===== config.mk =====
export PLATFORM = sky130hd
export DESIGN_NAME = de_hazard_ctrl_flat
export DESIGN_NICKNAME = d
export VERILOG_FILES = /design/src/rtl/de_hazard_ctrl_if.sv /design/src/rtl/de_hazard_ctrl.sv /design/src/flat_wrapper.sv
export SDC_FILE = /design/constraint.sdc
export NUM_CORES = 1
export LEC_CHECK = 0
export CAP_MARGIN = 20
export CORE_MARGIN = 3
export CORE_UTILIZATION = 47
export CTS_BUF_LIST = sky130_fd_sc_hd__clkbuf_8
export CTS_CLUSTER_SIZE = 24
export DETAILED_ROUTE_END_ITERATION = 6
export DONT_BUFFER_PORTS = 1
export SLEW_MARGIN = 20
export SYNTH_ARGS = -nofsm -noshare
export SYNTH_HDL_FRONTEND = slang
export SYNTH_SLANG_ARGS = --single-unit

===== constraint.sdc =====
create_clock -name clk -period 5.35 [get_ports clk]
set_clock_uncertainty 0.2 [all_clocks]
set_input_delay 0.2675 -clock clk [delete_from_list [all_inputs] [get_ports clk]]
set_output_delay 0.2675 -clock clk [all_outputs]
set_load 0.03 [all_outputs]

===== src/rtl/de_hazard_ctrl_if.sv =====
// de_hazard_ctrl_if: decode-stage issue/hazard signals between the pipeline (master) and the controller (slave).
interface de_hazard_ctrl_if #(parameter int REGNOBITS = 5);
    logic                 de_valid;
    logic [REGNOBITS-1:0] de_rs1;
    logic                 de_rs1_used;
    logic [REGNOBITS-1:0] de_rs2;
    logic                 de_rs2_used;
    logic                 de_wr_reg;
    logic [REGNOBITS-1:0] de_rd;
    logic                 de_is_br;
    logic                 agex_br_resolved;
    logic                 wb_wr_reg;
    logic [REGNOBITS-1:0] wb_rd;
    logic                 issue;
    logic                 stall_de;
    logic                 stall_fe;
    logic                 br_state;
    logic                 sb_err;

    modport master (
        output de_valid, de_rs1, de_rs1_used, de_rs2, de_rs2_used, de_wr_reg, de_rd, de_is_br,
        output agex_br_resolved, wb_wr_reg, wb_rd,
        input  issue, stall_de, stall_fe, br_state, sb_err
    );
    modport slave (
        input  de_valid, de_rs1, de_rs1_used, de_rs2, de_rs2_used, de_wr_reg, de_rd, de_is_br,
        input  agex_br_resolved, wb_wr_reg, wb_rd,
        output issue, stall_de, stall_fe, br_state, sb_err
    );
endinterface


===== src/rtl/de_hazard_ctrl.sv =====
// de_hazard_ctrl: DE-stage scoreboard, issue/stall control and branch fetch freeze.
// Optional WB_BYPASS_EN: sources written by WB this cycle (last in-flight write) are not hazardous.
module de_hazard_ctrl #(
    parameter int REGWORDS    = 32,
    parameter int REGNOBITS   = 5,
    parameter int MAXINFLIGHT = 3,
    parameter int CNTBITS     = 2
) (
    input logic            clk,
    input logic            reset,
    de_hazard_ctrl_if.slave bus
);
    typedef enum logic {IDLE = 1'b0, BR_WAIT = 1'b1} br_t;

    logic [CNTBITS-1:0]  r_cnt [REGWORDS];
    br_t                 r_state;
    br_t                 w_state_nxt;
    logic                r_sb_err;
    logic                w_byp1;
    logic                w_byp2;
    logic                w_haz1;
    logic                w_haz2;
    logic                w_waw;
    logic                w_stall;
    logic                w_issue;
    logic                w_underflow;
    logic [REGWORDS-1:0] w_inc;
    logic [REGWORDS-1:0] w_dec;

    always_comb begin
`ifdef WB_BYPASS_EN
        w_byp1 = bus.wb_wr_reg && bus.wb_rd == bus.de_rs1 && r_cnt[bus.de_rs1] == CNTBITS'(1);
        w_byp2 = bus.wb_wr_reg && bus.wb_rd == bus.de_rs2 && r_cnt[bus.de_rs2] == CNTBITS'(1);
`else
        w_byp1 = 1'b0;
        w_byp2 = 1'b0;
`endif
        w_haz1      = bus.de_rs1_used && bus.de_rs1 != '0 && r_cnt[bus.de_rs1] != '0 && !w_byp1;
        w_haz2      = bus.de_rs2_used && bus.de_rs2 != '0 && r_cnt[bus.de_rs2] != '0 && !w_byp2;
        w_waw       = bus.de_wr_reg && bus.de_rd != '0 && r_cnt[bus.de_rd] == CNTBITS'(MAXINFLIGHT);
        w_stall     = bus.de_valid && (w_haz1 || w_haz2 || w_waw || r_state == BR_WAIT);
        w_issue     = bus.de_valid && !w_stall;
        w_inc       = (w_issue && bus.de_wr_reg && bus.de_rd != '0) ? (REGWORDS'(1) << bus.de_rd) : '0;
        w_dec       = (bus.wb_wr_reg && bus.wb_rd != '0) ? (REGWORDS'(1) << bus.wb_rd) : '0;
        w_underflow = bus.wb_wr_reg && bus.wb_rd != '0 && r_cnt[bus.wb_rd] == '0;
        w_state_nxt = r_state;
        if (r_state == IDLE && w_issue && bus.de_is_br)
            w_state_nxt = BR_WAIT;
        else if (r_state == BR_WAIT && bus.agex_br_resolved)
            w_state_nxt = IDLE;
    end

    assign bus.issue    = w_issue;
    assign bus.stall_de = w_stall;
    assign bus.stall_fe = w_stall || (bus.de_valid && bus.de_is_br && r_state == IDLE);
    assign bus.br_state = r_state == BR_WAIT;
    assign bus.sb_err   = r_sb_err;

    always_ff @(posedge clk) begin
        if (reset) begin
            for (int r = 0; r < REGWORDS; r++)
                r_cnt[r] <= '0;
            r_state  <= IDLE;
            r_sb_err <= 1'b0;
        end else begin
            r_state <= w_state_nxt;
            if (w_underflow)
                r_sb_err <= 1'b1;
            // Index 0 is never written after reset, so x0 always reads as not in flight.
            for (int r = 1; r < REGWORDS; r++) begin
                if (w_inc[r] && !w_dec[r])
                    r_cnt[r] <= r_cnt[r] + 1'b1;
                else if (w_dec[r] && !w_inc[r] && r_cnt[r] != '0)
                    r_cnt[r] <= r_cnt[r] - 1'b1;
            end
        end
    end
endmodule


===== src/flat_wrapper.sv =====
// flat-port wrapper written by rule: the top's interface ports become plain ports
module de_hazard_ctrl_flat 
#(
    parameter int REGWORDS    = 32,
    parameter int REGNOBITS   = 5,
    parameter int MAXINFLIGHT = 3,
    parameter int CNTBITS     = 2
)
  (clk, reset, bus_de_valid, bus_de_rs1, bus_de_rs1_used, bus_de_rs2, bus_de_rs2_used, bus_de_wr_reg, bus_de_rd, bus_de_is_br, bus_agex_br_resolved, bus_wb_wr_reg, bus_wb_rd, bus_issue, bus_stall_de, bus_stall_fe, bus_br_state, bus_sb_err);
  de_hazard_ctrl_if #(.REGNOBITS(REGNOBITS)) bus_i ();
  input logic clk;
  input logic reset;
  input wire logic [$bits(bus_i.de_valid)-1:0] bus_de_valid;
  input wire logic [$bits(bus_i.de_rs1)-1:0] bus_de_rs1;
  input wire logic [$bits(bus_i.de_rs1_used)-1:0] bus_de_rs1_used;
  input wire logic [$bits(bus_i.de_rs2)-1:0] bus_de_rs2;
  input wire logic [$bits(bus_i.de_rs2_used)-1:0] bus_de_rs2_used;
  input wire logic [$bits(bus_i.de_wr_reg)-1:0] bus_de_wr_reg;
  input wire logic [$bits(bus_i.de_rd)-1:0] bus_de_rd;
  input wire logic [$bits(bus_i.de_is_br)-1:0] bus_de_is_br;
  input wire logic [$bits(bus_i.agex_br_resolved)-1:0] bus_agex_br_resolved;
  input wire logic [$bits(bus_i.wb_wr_reg)-1:0] bus_wb_wr_reg;
  input wire logic [$bits(bus_i.wb_rd)-1:0] bus_wb_rd;
  output wire logic [$bits(bus_i.issue)-1:0] bus_issue;
  output wire logic [$bits(bus_i.stall_de)-1:0] bus_stall_de;
  output wire logic [$bits(bus_i.stall_fe)-1:0] bus_stall_fe;
  output wire logic [$bits(bus_i.br_state)-1:0] bus_br_state;
  output wire logic [$bits(bus_i.sb_err)-1:0] bus_sb_err;
  assign bus_i.de_valid = bus_de_valid;
  assign bus_i.de_rs1 = bus_de_rs1;
  assign bus_i.de_rs1_used = bus_de_rs1_used;
  assign bus_i.de_rs2 = bus_de_rs2;
  assign bus_i.de_rs2_used = bus_de_rs2_used;
  assign bus_i.de_wr_reg = bus_de_wr_reg;
  assign bus_i.de_rd = bus_de_rd;
  assign bus_i.de_is_br = bus_de_is_br;
  assign bus_i.agex_br_resolved = bus_agex_br_resolved;
  assign bus_i.wb_wr_reg = bus_wb_wr_reg;
  assign bus_i.wb_rd = bus_wb_rd;
  assign bus_issue = bus_i.issue;
  assign bus_stall_de = bus_i.stall_de;
  assign bus_stall_fe = bus_i.stall_fe;
  assign bus_br_state = bus_i.br_state;
  assign bus_sb_err = bus_i.sb_err;
  de_hazard_ctrl #(.REGWORDS(REGWORDS), .REGNOBITS(REGNOBITS), .MAXINFLIGHT(MAXINFLIGHT), .CNTBITS(CNTBITS)) u_core (.clk(clk), .reset(reset), .bus(bus_i));
endmodule

==> report_table.html, run 1 <==
<table>
<tr><th>Metric</th><th>Value</th></tr>
<tr><th colspan="2">Global route</th></tr>
<tr><td>Busiest metal layer after global routing</td><td>met2</td></tr>
<tr><td>GRT Total Usage</td><td>28.4%</td></tr>
<tr><td>First-pass GRT wire length</td><td>30600 um</td></tr>
<tr><td>Maximum number of pins on one net before global-route repair</td><td>46</td></tr>
<tr><td>Fraction of met3 tracks used by global routing</td><td>10.4%</td></tr>
<tr><td>GR Layer Usage met2</td><td>41.5%</td></tr>
<tr><td>Sum of overflow across all layers after global routing</td><td>0</td></tr>
<tr><td>Vias in the first global route</td><td>5437</td></tr>
<tr><td>Fraction of met1 tracks used by global routing</td><td>39.1%</td></tr>
<tr><td>Antenna violations before repair</td><td>1</td></tr>
<tr><th colspan="2">Route</th></tr>
<tr><td>Per-cell via count in the routed design</td><td>6.90</td></tr>
<tr><td>Drt first pass iters</td><td>6</td></tr>
<tr><td>Total routed wirelength</td><td>19700 um</td></tr>
<tr><td>Overall via count from detail_route</td><td>5851</td></tr>
<tr><td>Routed Antenna Nets</td><td>0</td></tr>
<tr><td>Number of DRC violations after detailed-routing iteration 0</td><td>683</td></tr>
<tr><td>DRC violations left</td><td>0</td></tr>
<tr><td>Routed length per instance</td><td>23.2 um</td></tr>
<tr><th colspan="2">Yosys</th></tr>
<tr><td>Dominant synthesized flop cell</td><td>edfxtp_1</td></tr>
<tr><td>Synthesized area per cell</td><td>8.39 um2</td></tr>
<tr><td>Post-synthesis cell area</td><td>0.00590 mm2</td></tr>
<tr><td>EDFF count, synth</td><td>62</td></tr>
<tr><td>FF+latch count, synth</td><td>64</td></tr>
<tr><td>Warnings, synthesis</td><td>0</td></tr>
<tr><td>Net count after synthesis</td><td>733</td></tr>
<tr><td>Post-synth cell types</td><td>74</td></tr>
<tr><td>Area leader, netlist</td><td>edfxtp_1</td></tr>
<tr><td>Top cells by area in the synthesized netlist</td><td>edfxtp_1 32%, mux4_2 8.0%, nor2_1 6.2%, nand2_1 5.4%, nand3_1 3.7%</td></tr>
<tr><td>Gate count after technology mapping</td><td>703</td></tr>
<tr><td>Async set-reset flop share out of synthesis</td><td>0%</td></tr>
<tr><td>Area share of the leading cell type in the synthesized netlist</td><td>31.6%</td></tr>
<tr><td>Register area share after synthesis</td><td>32.3%</td></tr>
<tr><th colspan="2">Floorplan</th></tr>
<tr><td>Cell Rows</td><td>40</td></tr>
<tr><td>Effective utilization at floorplan</td><td>48.5%</td></tr>
<tr><td>Die H</td><td>118 um</td></tr>
<tr><td>Horizontal die dimension</td><td>118 um</td></tr>
<tr><td>Count of pins on the block boundary</td><td>34</td></tr>
<tr><td>Core Footprint</td><td>0.0122 mm2</td></tr>
<tr><td>Area of the die</td><td>0.0139 mm2</td></tr>
<tr><th colspan="2">Layout</th></tr>
<tr><td>Final Cell Area</td><td>0.00615 mm2</td></tr>
<tr><td>Proportion of layout cells with a drive suffix above 1</td><td>8.82%</td></tr>
<tr><td>Final layout net count</td><td>707</td></tr>
<tr><td>Layout Area Growth over Synthesis</td><td>4.29%</td></tr>
<tr><td>Count of inserted antenna diode cells</td><td>0</td></tr>
<tr><th colspan="2">Setup path</th></tr>
<tr><td>Sequence of cells on the critical path</td><td>nor2_1, mux4_2, mux2_2, o221a_1, nor2_2, nor3b_1, a21boi_0</td></tr>
<tr><td>Largest stage delay on the critical path</td><td>0.83 ns</td></tr>
<tr><td>Reg2reg path depth</td><td>9</td></tr>
<tr><td>Worst EP arrival</td><td>3.68 ns</td></tr>
<tr><td>Worst Path Required</td><td>4.88 ns</td></tr>
<tr><td>Worst R2R Setup Slack</td><td>1.52 ns</td></tr>
<tr><td>Endpoint of the most critical setup path</td><td>bus_stall_fe</td></tr>
<tr><td>Startpoint of the worst register-to-register path</td><td>u_core.r_cnt[14][0]</td></tr>
<tr><td>Start point of the critical path</td><td>u_core.r_cnt[14][0]</td></tr>
<tr><td>Endpoint of the worst-slack reg-to-reg timing path</td><td>u_core.bus.br_state</td></tr>
<tr><td>Path type of the worst setup path</td><td>reg -&gt; out</td></tr>
<tr><td>Critical-path maximum fanout</td><td>17</td></tr>
<tr><td>Worst Setup Start Kind</td><td>flip-flop</td></tr>
<tr><td>Critical Path Sink Type</td><td>output pin</td></tr>
<tr><td>Crit-path slowest cell</td><td>a21boi_0</td></tr>
<tr><th colspan="2">STA</th></tr>
<tr><td>Post-route clock period utilization</td><td>77.5%</td></tr>
<tr><td>Rel. slew slack</td><td>29.2%</td></tr>
<tr><td>Setup total negative slack</td><td>0 ns</td></tr>
<tr><td>Hold Violations, Final</td><td>0</td></tr>
<tr><td>Transition time of the tightest slew-check pin</td><td>1.06 ns</td></tr>
<tr><td>Highest achievable clock rate</td><td>241 MHz</td></tr>
<tr><td>Setup violators final</td><td>0</td></tr>
<tr><td>Max-slew violations</td><td>0</td></tr>
<tr><td>Worst Setup Slack, final</td><td>1.20 ns</td></tr>
<tr><td>RSZ-0062 raised after global routing</td><td>false</td></tr>
<tr><td>Min Tclk post-route</td><td>4.15 ns</td></tr>
<tr><th colspan="2">Placed design</th></tr>
<tr><td>Gpl congestion</td><td>0.981</td></tr>
<tr><td>Setup Slack @ Placement</td><td>1.45 ns</td></tr>
<tr><td>Cell Area, Placed</td><td>0.00593 mm2</td></tr>
<tr><td>Hpwl dp</td><td>14300 um</td></tr>
<tr><td>Quantity of I/O buffers inserted on ports</td><td>0</td></tr>
<tr><th colspan="2">Run status</th></tr>
<tr><td>Run status</td><td>completed</td></tr>
<tr><th colspan="2">Flow run</th></tr>
<tr><td>Number of violations of the max-capacitance limit</td><td>0</td></tr>
<tr><th colspan="2">Power</th></tr>
<tr><td>Switching power</td><td>388 uW</td></tr>
<tr><td>Internal Pwr Total</td><td>836 uW</td></tr>
<tr><td>Logic pwr share</td><td>22.5%</td></tr>
<tr><td>Power density over the cells</td><td>199 mW/mm2</td></tr>
<tr><td>Sw frac</td><td>31.7%</td></tr>
<tr><td>IR drop worst, VDD</td><td>0.000143 V</td></tr>
<tr><td>Lkg Pwr</td><td>0.00203 uW</td></tr>
<tr><td>Share of power burned in registers</td><td>50.1%</td></tr>
<tr><td>Clock share of power</td><td>27.4%</td></tr>
<tr><th colspan="2">Clock tree</th></tr>
<tr><td>Clock buffer count from CTS</td><td>9</td></tr>
<tr><td>Total setup buffers inserted after CTS</td><td>0</td></tr>
<tr><td>Clock tree from TritonCTS</td><td>built</td></tr>
<tr><td>Num Clock Sinks</td><td>64</td></tr>
<tr><td>Clock insertion delay at the later pin of the skew report</td><td>0.37 ns</td></tr>
<tr><td>Clock-pin slew reported for the worst setup and hold paths after clock tree synthesis</td><td>0.06 ns</td></tr>
<tr><td>Post-CTS Hold Buffers</td><td>6</td></tr>
<tr><td>Clock tree root driver cell</td><td>clkbuf_8</td></tr>
<tr><td>Number of buffers on the longest clock path</td><td>2</td></tr>
<tr><td>Number of cells upsized or downsized after cts</td><td>0</td></tr>
<tr><td>H-tree lvl count</td><td>3</td></tr>
<tr><th colspan="2">Worst hold path</th></tr>
<tr><td>Worst hold path class</td><td>in -&gt; reg</td></tr>
</table>
[power by group through the flow]
stage                     clock, uW  combinational, uW  sequential [uW]
final                           335                275              614
after global routing            371                295              618
after CTS                       346                267              612
after detailed placement          0                252              623
after global placement            0                249              621
after floorplan                   0                219              615
[cells in the final DEF (no fill, tap or decap), types with 5 or more instances in the layout]
cell type and instances:
xor2_1 10, or3_1 8, a311oi_1 7, o221ai_1 6, a211o_1 8, o31ai_1 5, a2111oi_0 12, a21boi_0 5
nor2b_1 14, clkbuf_8 9, nand4_1 7, dlygate4sd3_1 5, o21ai_0 25, and3_1 9, and2_1 11, nand2_1 85
or2_2 7, o2111ai_1 10, o211ai_1 11, nor4_1 11, a211oi_1 10, edfxtp_1 62, nor3_1 33, nand2b_1 11
mux4_2 21, nor2_1 98, a21oi_1 28, nand3_1 44, or4_1 7, a21o_1 5, mux2i_1 13, inv_1 20
[cells by family (layout without fill, tap and decap cells)]
kind of cell             count (synthesis)  after routing  synth area share, %
multiplexers                            38             38                 11.0
AO/OA/AOI/OAI                          161            161                 20.1
adder cells (fa/ha/maj)                  1              1                0.212
flip-flops                              64             64                 32.3
AND/OR/NAND/NOR                        364            364                 30.3
buffers and inverters                   65             42                 4.63
XOR/XNOR                                10             10                 1.49
[synthesized netlist by cell type, types with 3 or more instances]
master / instances
inv_1: 18
a211oi_1: 10
or3_1: 8
nand2_1: 85
nand2b_1: 11
and3_1: 9
o211ai_1: 11
nor2b_1: 14
a211o_1: 8
clkbuf_1: 29
edfxtp_1: 62
a21o_1: 5
mux2_2: 3
o21ai_0: 25
buf_1: 3
and2_1: 11
or4_1: 7
a2111oi_0: 12
o2111ai_1: 10
a41oi_1: 3
nand3_1: 44
buf_2: 11
a21oi_1: 28
o31ai_1: 5
nor3_1: 33
nor3b_1: 3
a21boi_0: 5
mux2i_1: 13
mux4_2: 21
or2_2: 7
nor4_1: 11
nand4_1: 7
nand3b_1: 3
o221ai_1: 6
a311oi_1: 7
xor2_1: 10
nor2_1: 98
[sequential cells by signal, summed over array words and instances, names as in the netlist]
register	count
u_core.bus.br_state	1
u_core.bus.sb_err	1
u_core.r_cnt	62
[layout make-up]
class | count | area [um2]
flip-flops and latches | 64 | 1900
clock inverters | 5 | 18.8
multi-input cells | 574 | 3730
fillers | 1161 | 6010
repair buffers | 9 | 92.6
inverters | 19 | 71.3
well taps | 168 | 210
clock buffers | 9 | 124
[metrics by stage]
| stage | instances | power, uW | util, % | hold WS (ns) |
|---|---|---|---|---|
| after floorplan | 703 | 834 | - | 0.239 |
| after global placement | 828 | 870 | 48.7 | 0.162 |
| after detailed placement | 828 | 876 | 48.7 | 0.161 |
| after CTS | 848 | 1230 | 50.5 | 0.0130 |
| after global routing | 848 | 1280 | 50.6 | 0.0283 |
| final | 848 | 1220 | 50.6 | 0.0371 |
[how the worst min path moves through the flow]
stage	startpoint	cells past startpoint	to	slack (ns)
global route	reset	2	u_core.bus.br_state	0.03
floorplan	bus_agex_br_resolved	3	u_core.bus.br_state	0.24
detailed placement	reset	1	u_core.bus.sb_err	0.16
CTS	reset	2	u_core.bus.br_state	0.01
finish	reset	2	u_core.bus.br_state	0.04
global placement	reset	1	u_core.bus.sb_err	0.16
[critical path, delay by kind of cell (launching register included)]
kind             cells  cell delay [ns]
multiplexers         2             0.76
AO/OA/AOI/OAI        2             1.13
AND/OR/NAND/NOR      3             1.00
flip-flops           1             0.43
[layer usage]
metal / part of all wire, % / wire, um / vias to the layer above
met5: 0.066 / 13 / -
met4: 2.4 / 465 / 2
met3: 13 / 2660 / 46
met2: 43 / 8540 / 374
met1: 41 / 8020 / 2786
li1: - / - / 2643
Power figures use the tool's default switching activity.
==> run 2: changes to the inputs <==
==> constraint.sdc (replaced) <==
create_clock -name clk -period 3.6 [get_ports clk]
set_clock_uncertainty 0.2 [all_clocks]
set_input_delay 0.18 -clock clk [delete_from_list [all_inputs] [get_ports clk]]
set_output_delay 0.18 -clock clk [all_outputs]
set_load 0.03 [all_outputs]
==> report_table.html, run 2 (synthesis results as in run 1) <==
<table>
<tr><th>Metric</th><th>Value</th></tr>
<tr><th colspan="2">Layout</th></tr>
<tr><td>Flip-flop count of the largest register after layout</td><td>62 (unchanged)</td></tr>
<tr><td>Number of filler cells placed in the layout</td><td>1188 (+2.3%)</td></tr>
<tr><td>Final core occ</td><td>52.8% (+2.2 points)</td></tr>
<tr><td>Most flops, register</td><td>u_core.r_cnt</td></tr>
<tr><td>Leading cell types in the layout, fill and taps excluded</td><td>98 x nor2_1, 85 x nand2_1, 62 x edfxtp_1, 44 x nand3_1, 33 x nor3_1</td></tr>
<tr><td>Layout Area Growth over Synthesis</td><td>8.91%</td></tr>
<tr><td>Final layout net count</td><td>736 (+4.1%)</td></tr>
<tr><td>Most common cell after layout, fill and taps aside</td><td>nor2_1</td></tr>
<tr><td>Count of inserted antenna diode cells</td><td>0 (unchanged)</td></tr>
<tr><td>Proportion of layout cells with a drive suffix above 1</td><td>13.1% (+4.3 points)</td></tr>
<tr><th colspan="2">Power</th></tr>
<tr><td>Power density over the cells</td><td>304 mW/mm2 (+53%)</td></tr>
<tr><td>Overall power of the completed layout</td><td>1950 uW (+60%)</td></tr>
<tr><td>IR drop worst, VDD</td><td>0.000217 V (+52%)</td></tr>
<tr><td>Lkg Pwr</td><td>0.00221 uW (+8.5%)</td></tr>
<tr><th colspan="2">Global route</th></tr>
<tr><td>Antenna violations before repair</td><td>0 (-1)</td></tr>
<tr><td>Maximum number of pins on one net before global-route repair</td><td>56 (+22%)</td></tr>
<tr><td>First-pass GRT wire length</td><td>31400 um (+2.5%)</td></tr>
<tr><td>GRT Total Usage</td><td>28.7% (+0.37 points)</td></tr>
<tr><td>Vias in the first global route</td><td>5682 (+4.5%)</td></tr>
<tr><td>Sum of overflow across all layers after global routing</td><td>0 (unchanged)</td></tr>
<tr><th colspan="2">Setup path</th></tr>
<tr><td>Startpoint of the worst register-to-register path</td><td>u_core.r_cnt[13][0]</td></tr>
<tr><td>Largest stage delay on the critical path</td><td>0.49 ns (-0.34 ns)</td></tr>
<tr><td>Critical-path maximum fanout</td><td>10 (-7)</td></tr>
<tr><td>Critical Path Sink Type</td><td>flip-flop</td></tr>
<tr><td>Worst Path Required</td><td>3.52 ns (-1.36 ns)</td></tr>
<tr><td>Sequence of cells on the critical path</td><td>or2_2, mux4_2, o221ai_1, o311a_2, o22ai_4, nor4_2, buf_4, a211oi_1, or3b_1</td></tr>
<tr><td>Path type of the worst setup path</td><td>reg -&gt; reg</td></tr>
<tr><td>Endpoint of the worst-slack reg-to-reg timing path</td><td>u_core.r_cnt[6][0]</td></tr>
<tr><td>Worst R2R Setup Slack</td><td>0.13 ns (-1.39 ns)</td></tr>
<tr><td>Crit-path slowest cell</td><td>mux4_2</td></tr>
<tr><td>Buffer and inverter count on the worst path</td><td>1 (+1)</td></tr>
<tr><td>Worst EP arrival</td><td>3.39 ns (-0.29 ns)</td></tr>
<tr><td>Worst Setup Start Kind</td><td>flip-flop</td></tr>
<tr><td>Largest delay share family, worst path</td><td>simple AND/OR/NAND/NOR gates</td></tr>
<tr><td>Reg2reg path depth</td><td>9 (unchanged)</td></tr>
<tr><th colspan="2">Flow run</th></tr>
<tr><td>Number of violations of the max-capacitance limit</td><td>0 (unchanged)</td></tr>
<tr><th colspan="2">STA</th></tr>
<tr><td>Hold Violations, Final</td><td>0 (unchanged)</td></tr>
<tr><td>Post-route clock period utilization</td><td>96.4%</td></tr>
<tr><td>Transition time of the tightest slew-check pin</td><td>0.764 ns (-0.296 ns)</td></tr>
<tr><td>Setup violators final</td><td>0 (unchanged)</td></tr>
<tr><td>Min Tclk post-route</td><td>3.47 ns</td></tr>
<tr><td>Rel. slew slack</td><td>48.9% (+20 points)</td></tr>
<tr><td>Highest achievable clock rate</td><td>288 MHz</td></tr>
<tr><td>Max-slew violations</td><td>0 (unchanged)</td></tr>
<tr><th colspan="2">Route</th></tr>
<tr><td>Routed Antenna Nets</td><td>0 (unchanged)</td></tr>
<tr><td>Routed length per instance</td><td>22.8 um (-1.8%)</td></tr>
<tr><td>Per-cell via count in the routed design</td><td>6.76 (-2.0%)</td></tr>
<tr><td>Drt first pass iters</td><td>5 (-1)</td></tr>
<tr><td>Total routed wirelength</td><td>20000 um (+1.8%)</td></tr>
<tr><td>DRC violations left</td><td>0 (unchanged)</td></tr>
<tr><td>Number of DRC violations after detailed-routing iteration 0</td><td>873 (+28%)</td></tr>
<tr><td>Overall via count from detail_route</td><td>5946 (+1.6%)</td></tr>
<tr><th colspan="2">Placed design</th></tr>
<tr><td>Gpl congestion</td><td>1.00 (+1.9%)</td></tr>
<tr><td>Hpwl dp</td><td>14900 um (+4.1%)</td></tr>
<tr><td>Quantity of I/O buffers inserted on ports</td><td>0 (unchanged)</td></tr>
<tr><th colspan="2">Worst hold path</th></tr>
<tr><td>Number of instances on the worst hold path</td><td>3 (+1)</td></tr>
<tr><td>Worst hold path class</td><td>in -&gt; reg</td></tr>
<tr><td>Launch instance of the worst min-delay path</td><td>reset</td></tr>
<tr><td>End point of the worst hold path</td><td>u_core.r_cnt[6][1]</td></tr>
<tr><th colspan="2">Floorplan</th></tr>
<tr><td>Effective utilization at floorplan</td><td>48.5% (unchanged)</td></tr>
<tr><td>Die H</td><td>118 um (unchanged)</td></tr>
<tr><td>Area of the die</td><td>0.0139 mm2 (unchanged)</td></tr>
<tr><td>Count of pins on the block boundary</td><td>34 (unchanged)</td></tr>
<tr><td>Horizontal die dimension</td><td>118 um (unchanged)</td></tr>
<tr><td>Core Footprint</td><td>0.0122 mm2 (unchanged)</td></tr>
<tr><td>Cell Rows</td><td>40 (unchanged)</td></tr>
<tr><th colspan="2">Clock tree</th></tr>
<tr><td>Clock tree from TritonCTS</td><td>built</td></tr>
<tr><td>H-tree lvl count</td><td>3 (unchanged)</td></tr>
<tr><td>Number of buffers on the longest clock path</td><td>2 (unchanged)</td></tr>
<tr><td>Total setup buffers inserted after CTS</td><td>0 (unchanged)</td></tr>
<tr><td>Clock-pin slew reported for the worst setup and hold paths after clock tree synthesis</td><td>0.07 ns (about the same)</td></tr>
<tr><td>Clock buffer count from CTS</td><td>9 (unchanged)</td></tr>
<tr><td>Num Clock Sinks</td><td>64 (unchanged)</td></tr>
<tr><td>Clock insertion delay at the later pin of the skew report</td><td>0.37 ns (about the same)</td></tr>
<tr><td>Clock tree root driver cell</td><td>clkbuf_8</td></tr>
<tr><th colspan="2">Run status</th></tr>
<tr><td>Run status</td><td>completed</td></tr>
</table>
## run 2: changes by cell type in the layout (fill, tap and decap cells not counted), sizes merged
cell         change
buf             +28
dlygate4sd3      +1
clkinv           +2
bufinv           +1
inv              -1
## run 2: worst register-to-register path, delay by kind of cell (launching register included)
| kind | cells | cell delay [ns] |
|---|---|---|
| AOI/OAI and AO/OA | 4 | 0.68 |
| buffers and inverters | 1 | 0.24 |
| DFF | 1 | 0.46 |
| muxes | 1 | 0.49 |
| and+or+nand+nor | 3 | 1.15 |
## run 2: power breakdown
part | internal [uW] | switching [uW]
logic | 174 | 266
clock network | 307 | 294
registers | 864 | 48.6
## run 2: cell type report
cell class	instances	area (um2)	area share, %
clock buffer	9	124	1.93
clock inverter	7	53.8	0.838
inverter	19	71.3	1.11
multi-input combinational	574	3740	58.3
sequential	64	1900	29.6
tap	168	210	3.27
timing repair buffer	38	320	4.99
## run 2: per-layer routing
metal / up-vias / part of all wire, % / GRT usage, %
li1: 2700 / - / -
met3: 57 / 12 / 10.7
met5: - / 0 / 0
met2: 357 / 43 / 42.0
met4: 0 / 3.2 / 10.1
met1: 2832 / 42 / 39.1
## run 2: worst max-delay path by stage
stage	depth (start not counted)	start	slack [ns]	endpoint
final	9	u_core.r_cnt[13][0]	0.13	u_core.r_cnt[6][0]
after global routing	11	u_core.r_cnt[13][0]	-0.003	u_core.bus.br_state
after CTS	10	u_core.r_cnt[13][0]	0.03	bus_stall_fe
after detailed placement	9	u_core.r_cnt[13][0]	0.1	u_core.r_cnt[27][1]
after global placement	9	u_core.r_cnt[13][0]	0.14	u_core.r_cnt[27][0]
after floorplan	9	u_core.r_cnt[13][0]	0.49	u_core.r_cnt[6][0]
## run 2: metrics by stage
stage / hold WS [ns] / setup TNS (ns) / setup WS (ns) / cell area [um2] / std cells
5_1_grt: 0.0608 / -0.00281 / -0.00281 / 6420 / 879
2_1_floorplan: 0.151 / 0 / 0.493 / 5900 / 703
6_report: 0.0395 / 0 / 0.128 / 6420 / 879
4_1_cts: 0.0164 / 0 / 0.0286 / 6400 / 879
3_5_place_dp: 0.0656 / 0 / 0.0955 / 6140 / 856
3_3_place_gp: 0.0633 / 0 / 0.141 / 6140 / 856
## run 2: timing repair
item / in CTS / in global routing
setup endpoints to repair: 1 / 6
resized for setup: 1 / 3
hold buffers: 7 / 0
hold endpoints to repair: 67 / 0
